[config.mk]
export PLATFORM = sky130hd
export DESIGN_NAME = nzr_frame_ctrl
export DESIGN_NICKNAME = d
export VERILOG_FILES = /design/src/rtl/nzr_frame_ctrl.sv
export SDC_FILE = /design/constraint.sdc
export NUM_CORES = 1
export LEC_CHECK = 0
export ABC_AREA = 1
export BUFFER_PORTS_ARGS = -buffer_cell sky130_fd_sc_hd__buf_2
export CORE_ASPECT_RATIO = 0.75
export CORE_MARGIN = 4
export CORE_UTILIZATION = 45
export CTS_CLUSTER_SIZE = 25
export DETAILED_ROUTE_END_ITERATION = 8
export GPL_TIMING_DRIVEN = 1
export HOLD_SLACK_MARGIN = 0.02
export PLACE_DENSITY_LB_ADDON = 0.08
export SLEW_MARGIN = 20
export SYNTH_ARGS = -nofsm -noshare
export SYNTH_HDL_FRONTEND = slang
export SYNTH_SLANG_ARGS = --single-unit
[constraint.sdc]
create_clock -name clk -period 1.94 [get_ports clk]
set_input_delay 0.582 -clock clk [delete_from_list [all_inputs] [get_ports clk]]
set_output_delay 0.582 -clock clk [all_outputs]
set_load 0.02 [all_outputs]
[src/rtl/nzr_frame_ctrl.sv]
// nzr_frame_ctrl: frame sequencer for an NZR (WS281x-style) LED chain.
// Reads GRB pixels from a pixel memory, feeds one line-code mode per bit to
// an external NZR bit generator, then holds the line low for RESET_BITS bit
// times before signalling frame_done.
//
// Optional feature: define NZR_AUTO_REFRESH_EN to restart the next frame
// directly from LATCH without waiting for another start pulse.
//
// Pixel read handshake: pix_rd is a one-cycle strobe with pix_addr valid in
// the same cycle; the memory returns pix_data exactly one cycle later, with
// no backpressure. At most one read is issued per pixel.

module nzr_frame_ctrl #(
  parameter int NUM_LEDS   = 8,
  parameter int RESET_BITS = 220
) (
  input  logic        clk,
  input  logic        reset,
  input  logic        start,
  output logic [7:0]  pix_addr,
  output logic        pix_rd,
  input  logic [23:0] pix_data,
  input  logic        bdone,
  output logic [1:0]  qmode,
  output logic        startcoding,
  output logic        busy,
  output logic        frame_done
);

  // Line-code modes understood by the bit generator.
  localparam logic [1:0] QM_ZERO = 2'b00;
  localparam logic [1:0] QM_ONE  = 2'b01;
  localparam logic [1:0] QM_LOW  = 2'b10;

  localparam logic [7:0] LAST_PIX   = 8'(NUM_LEDS - 1);
  localparam logic [7:0] LAST_LATCH = 8'(RESET_BITS - 1);
  localparam logic [4:0] LAST_BIT   = 5'd23;
  localparam bit         MULTI_PIX  = (NUM_LEDS > 1);

  typedef enum logic [2:0] {
    IDLE  = 3'd0,
    FETCH = 3'd1,
    LOAD  = 3'd2,
    SEND  = 3'd3,
    LATCH = 3'd4
  } state_t;

  // Current FSM state; kept as a named enum so it is easy to probe.
  state_t      state_q, state_d;

  logic [23:0] shreg_q, shreg_d;   // pixel being shifted out, MSB first
  logic [23:0] nbuf_q,  nbuf_d;    // prefetched next pixel
  logic [4:0]  bit_q,   bit_d;     // bit index within pixel (0..23)
  logic [7:0]  pix_q,   pix_d;     // pixel index within frame
  logic [7:0]  lcnt_q,  lcnt_d;    // bdone pulses counted in LATCH
  logic [1:0]  qmode_q, qmode_d;
  logic        rd_q,    rd_d;
  logic [7:0]  addr_q,  addr_d;
  logic        rd_pend_q;          // read issued last cycle, data valid now

  logic        latch_last;
  logic [7:0]  pix_next;

  assign latch_last = (lcnt_q == LAST_LATCH);
  assign pix_next   = pix_q + 8'd1;

  // Outputs that follow directly from the state register.
  assign qmode       = qmode_q;
  assign pix_rd      = rd_q;
  assign pix_addr    = addr_q;
  assign busy        = (state_q != IDLE);
  assign startcoding = (state_q == LOAD);
  assign frame_done  = (state_q == LATCH) && bdone && latch_last;

  // State and datapath registers, cleared by synchronous reset.
  always_ff @(posedge clk) begin
    if (reset) begin
      state_q   <= IDLE;
      shreg_q   <= '0;
      nbuf_q    <= '0;
      bit_q     <= '0;
      pix_q     <= '0;
      lcnt_q    <= '0;
      qmode_q   <= QM_LOW;
      rd_q      <= 1'b0;
      addr_q    <= '0;
      rd_pend_q <= 1'b0;
    end else begin
      state_q   <= state_d;
      shreg_q   <= shreg_d;
      nbuf_q    <= nbuf_d;
      bit_q     <= bit_d;
      pix_q     <= pix_d;
      lcnt_q    <= lcnt_d;
      qmode_q   <= qmode_d;
      rd_q      <= rd_d;
      addr_q    <= addr_d;
      rd_pend_q <= rd_q;
    end
  end

  // Next-state and next-register logic for the frame sequencer.
  always_comb begin
    state_d = state_q;
    shreg_d = shreg_q;
    nbuf_d  = nbuf_q;
    bit_d   = bit_q;
    pix_d   = pix_q;
    lcnt_d  = lcnt_q;
    qmode_d = qmode_q;
    rd_d    = 1'b0;
    addr_d  = addr_q;

    // Prefetch data returns one cycle after the strobe, while in SEND.
    if ((state_q == SEND) && rd_pend_q) begin
      nbuf_d = pix_data;
    end

    case (state_q)
      IDLE: begin
        qmode_d = QM_LOW;
        if (start) begin
          state_d = FETCH;
          rd_d    = 1'b1;
          addr_d  = 8'd0;
        end
      end

      FETCH: begin
        // Pixel 0 read is in flight; data arrives in LOAD.
        state_d = LOAD;
      end

      LOAD: begin
        // startcoding is high this cycle, so the generator counter restarts
        // exactly when the first bit mode becomes visible.
        shreg_d = pix_data;
        qmode_d = {1'b0, pix_data[23]};
        bit_d   = 5'd0;
        pix_d   = 8'd0;
        lcnt_d  = 8'd0;
        state_d = SEND;
        if (MULTI_PIX) begin
          rd_d   = 1'b1;
          addr_d = 8'd1;
        end
      end

      SEND: begin
        if (bdone) begin
          if (bit_q == LAST_BIT) begin
            if (pix_q == LAST_PIX) begin
              qmode_d = QM_LOW;
              lcnt_d  = 8'd0;
              state_d = LATCH;
            end else begin
              // Seamless hand-over to the prefetched pixel, no gap bit.
              shreg_d = nbuf_q;
              qmode_d = {1'b0, nbuf_q[23]};
              bit_d   = 5'd0;
              pix_d   = pix_next;
              if (pix_next < LAST_PIX) begin
                rd_d   = 1'b1;
                addr_d = pix_q + 8'd2;
              end
            end
          end else begin
            shreg_d = {shreg_q[22:0], 1'b0};
            qmode_d = shreg_q[22] ? QM_ONE : QM_ZERO;
            bit_d   = bit_q + 5'd1;
          end
        end
      end

      LATCH: begin
        qmode_d = QM_LOW;
        if (bdone) begin
          if (latch_last) begin
            lcnt_d = 8'd0;
            bit_d  = 5'd0;
            pix_d  = 8'd0;
`ifdef NZR_AUTO_REFRESH_EN
            state_d = FETCH;
            rd_d    = 1'b1;
            addr_d  = 8'd0;
`else
            state_d = IDLE;
            addr_d  = 8'd0;
`endif
          end else begin
            lcnt_d = lcnt_q + 8'd1;
          end
        end
      end

      default: begin
        state_d = IDLE;
        qmode_d = QM_LOW;
      end
    endcase
  end

endmodule

==> impl_metrics.toml <==
[synthesis]
netlist_instances = 620
synth_warnings = 0
ys_seq_elements = 83
syn_area_mm2 = 0.004249
synth_nets = 653
avgSynthCellArea_um2 = 6.853
synth_cell_types = 35
seq_area_frac_synth_pct = 39.10

[status]
status = "finished, violations left"
violations = "setup timing"

[timing]
setup_viol = 1
report.final.slew_viol_count = 0
min_period_over_period_pct = 101.9
tightest_slew_ns = 0.4996
fmax_mhz = 505.7
timing.setup.tns_ns = -0.03754
setup_ws_ns = -0.03754
max-slew-margin-rel_pct = 66.57
skew_ns = 0.005068
period_minus_slack_ns = 1.978
rsz0062_at_grt = "yes"
hold_violations = 0

[drt]
dr.pass1.iters = 4
drc_errors = 0
via_per_inst = 5.035
drtIter0Drc = 241
wirelength_mm = 10.31
ant_nets = 0
wire_per_inst_um = 12.89
dr_total_vias = 4028

[grt]
grt.total_usage_pct = 18.81
grt_pass1_wl_mm = 17.04
grt_start_max_net_pins = 36
grt_pass1_vias = 3519
antenna_found_initial = 0
overflow = 0

[power]
switchingPower_mw = 2.076
clkPwrFrac_pct = 28.5
p_sw_share_pct = 35.65
seqPwrFrac_pct = 36.6
leakagePower_nw = 2.091
powerDensity_mw_per_mm2 = 1148
p_int_mw = 3.747
ir_drop_mv = 0.6058
p_comb_share_pct = 34.9

[placed_design]
io_buffers = 41
post-place-ws_ns = 0.02738
gp_congestion = 0.8989
hpwl_mm = 7.192

[setup_path]
cp_cell_sequence = "ha_4 > inv_2 > nor3_2 > nand2_1 > nor3_2 > buf_4"
cp-end-kind = "output port"
cp_slowest_cell = "dfxtp_2"
cp_top_family = "simple AND/OR/NAND/NOR gates"
criticalPathCategory = "flop to output port"
worstPathArrival_ns = 1.40
path_buf_inv = 2
cp_common_cell = "nor3_2"
worstSetupStartpointType = "flop"
required_ns = 1.36
cp_max_fo = 2
max_stage_delay_ns = 0.35

[cts]
clock_sinks = 83
root_buffer = "clkbuf_16"
clock_latency_ns = 0.33
h-tree-depth = 3
ctsHoldBuffers = 0
cts.path.max_buffers = 2
clkSlewWorstSetupHoldPaths_ns = 0.06
cts_tree = "done"
cts_buffers = 9

[floorplan]
die_w_um = 120.2
num_rows = 30
start_util_pct = 46.58
io_pins = 42
fp.dieH_um = 92.16
core-area_mm2 = 0.009121
die-area_mm2 = 0.01108

[final_layout]
fin_nets = 702
drive_gt1_share_pct = 20.83
areaGrowthSynthToFinish_pct = 19.38
antenna_cells = 0

[run]
cap_violations = 0

[min_path]
hold_class = "flop to flop"
==> repair_timing <==
action                                  CTS  global route
gates resized for setup                   9            23
setup buffers                             4             4
endpoints found under the setup margin    2            51
pin swaps                                 2             9
==> metal layers <==
metal / wire length, um / vias to the layer above / global-route usage (%)
met5: 0 / - / 0
met2: 4186 / 85 / 26.88
met4: 119 / 0 / 5.338
met3: 603 / 13 / 4.562
met1: 5404 / 1813 / 27.84
li1: - / 2117 / -
==> power by group through the flow <==
stage	combinational [mW]	clock (mW)	sequential (mW)
floorplan	1.27	0	2.24
global placement	1.80	0	2.15
detailed placement	1.81	0	2.16
CTS	1.85	1.71	2.13
global route	2.27	1.79	2.17
finish	2.03	1.66	2.13
==> cell type report <==
type / count / area [um2]
inverter: 65 / 244.0
clock buffer: 11 / 242.7
fill: 931 / 4049
clock inverter: 3 / 40.04
timing repair buffer: 69 / 437.9
multi-input combinational: 441 / 2280
tap: 128 / 160.2
sequential: 83 / 1668
==> stage by stage <==
step                area [um2]  std cells  utilization [%]  hold slack (ns)  power [mW]
floorplan                 4249        620                -           0.4242       3.507
global placement          4612        778            50.56           0.4107       3.955
detailed placement        4612        778            50.56           0.4228       3.977
CTS                       4957        796            54.35           0.4324       5.698
global route              5072        800            55.61           0.4615       6.232
finish                    5072        800            55.61           0.4290       5.824
==> layout by cell type, fill, tap and decap left out, types with 3 or more instances in the layout <==
cell	instances
dfxtp_1	78
buf_4	26
nand3_1	49
or2_2	3
inv_2	11
nor3_1	4
nand2_4	5
dfxtp_2	5
nand2_2	5
nand2_1	128
o21ai_0	51
nand3_2	5
nand4_1	3
nor2_4	8
o21ai_1	26
a21oi_1	71
nor3_2	3
nand3_4	4
buf_2	40
nor2_1	54
clkbuf_16	9
inv_1	54
==> flip-flops by register name (all words and copies together) (netlist names) <==
name       flops
state_q        3
shreg_q       23
pix_q          8
qmode          2
bit_q          5
pix_addr       8
lcnt_q         8
pix_rd         1
nbuf_q        24
rd_pend_q      1
==> final timing paths <==
kind / from / endpoint / slack, ns / depth (start not counted)
hold reg to reg: pix_rd / rd_pend_q / 0.43 / 2
hold / removal: pix_rd / rd_pend_q / 0.43 / 2
setup / recovery: lcnt_q[0] / frame_done / -0.04 / 6
setup reg to reg: lcnt_q[0] / pix_q[5] / 0.11 / 13
==> worst register-to-register path, stage by stage, from the launching register on <==
cell     delay, ns
dfxtp_2       0.35
ha_4          0.14
inv_2         0.04
nor3_2        0.11
nand2_1       0.10
buf_4         0.14
buf_4         0.13
nand2_4       0.10
nand2_4       0.06
nor2_4        0.12
nand2_2       0.09
nor2_4        0.21
nand3_1       0.10
nand2_1       0.08
==> synth_stat cells (all sizes together) <==
| cell | number | area share, % |
|---|---|---|
| a21oi | 71 | 8.4 |
| o21ai | 79 | 9.4 |
| buf | 19 | 2.8 |
| clkbuf | 12 | 1.1 |
| o21bai | 1 | 0.18 |
| nand2 | 139 | 13 |
| nand4 | 3 | 0.44 |
| or2 | 3 | 0.44 |
| nand3 | 58 | 7.9 |
| ha | 5 | 1.5 |
| nor3b | 1 | 0.18 |
| nor3 | 7 | 0.94 |
| a211oi | 1 | 0.18 |
| nor2 | 64 | 6.8 |
| inv | 65 | 5.7 |
| nor4 | 1 | 0.15 |
| nand3b | 2 | 0.35 |
| dfxtp | 83 | 39 |
| a31oi | 1 | 0.15 |
| xor2 | 2 | 0.41 |
| o211ai | 3 | 0.65 |
==> cells by family (layout without fill, tap and decap cells) <==
family                   count (synthesis)  count (layout)  share of synthesized area [%]
AND/OR/NAND/NOR                        278             278                          30.48
AO/OA/AOI/OAI                          156             156                          18.90
buffers and inverters                   96             148                          9.629
flip-flops                              83              83                          39.10
adder cells (fa/ha/maj)                  5               5                          1.472
XOR/XNOR                                 2               2                         0.4123
Note: power is estimated with default switching activity, not from simulation.
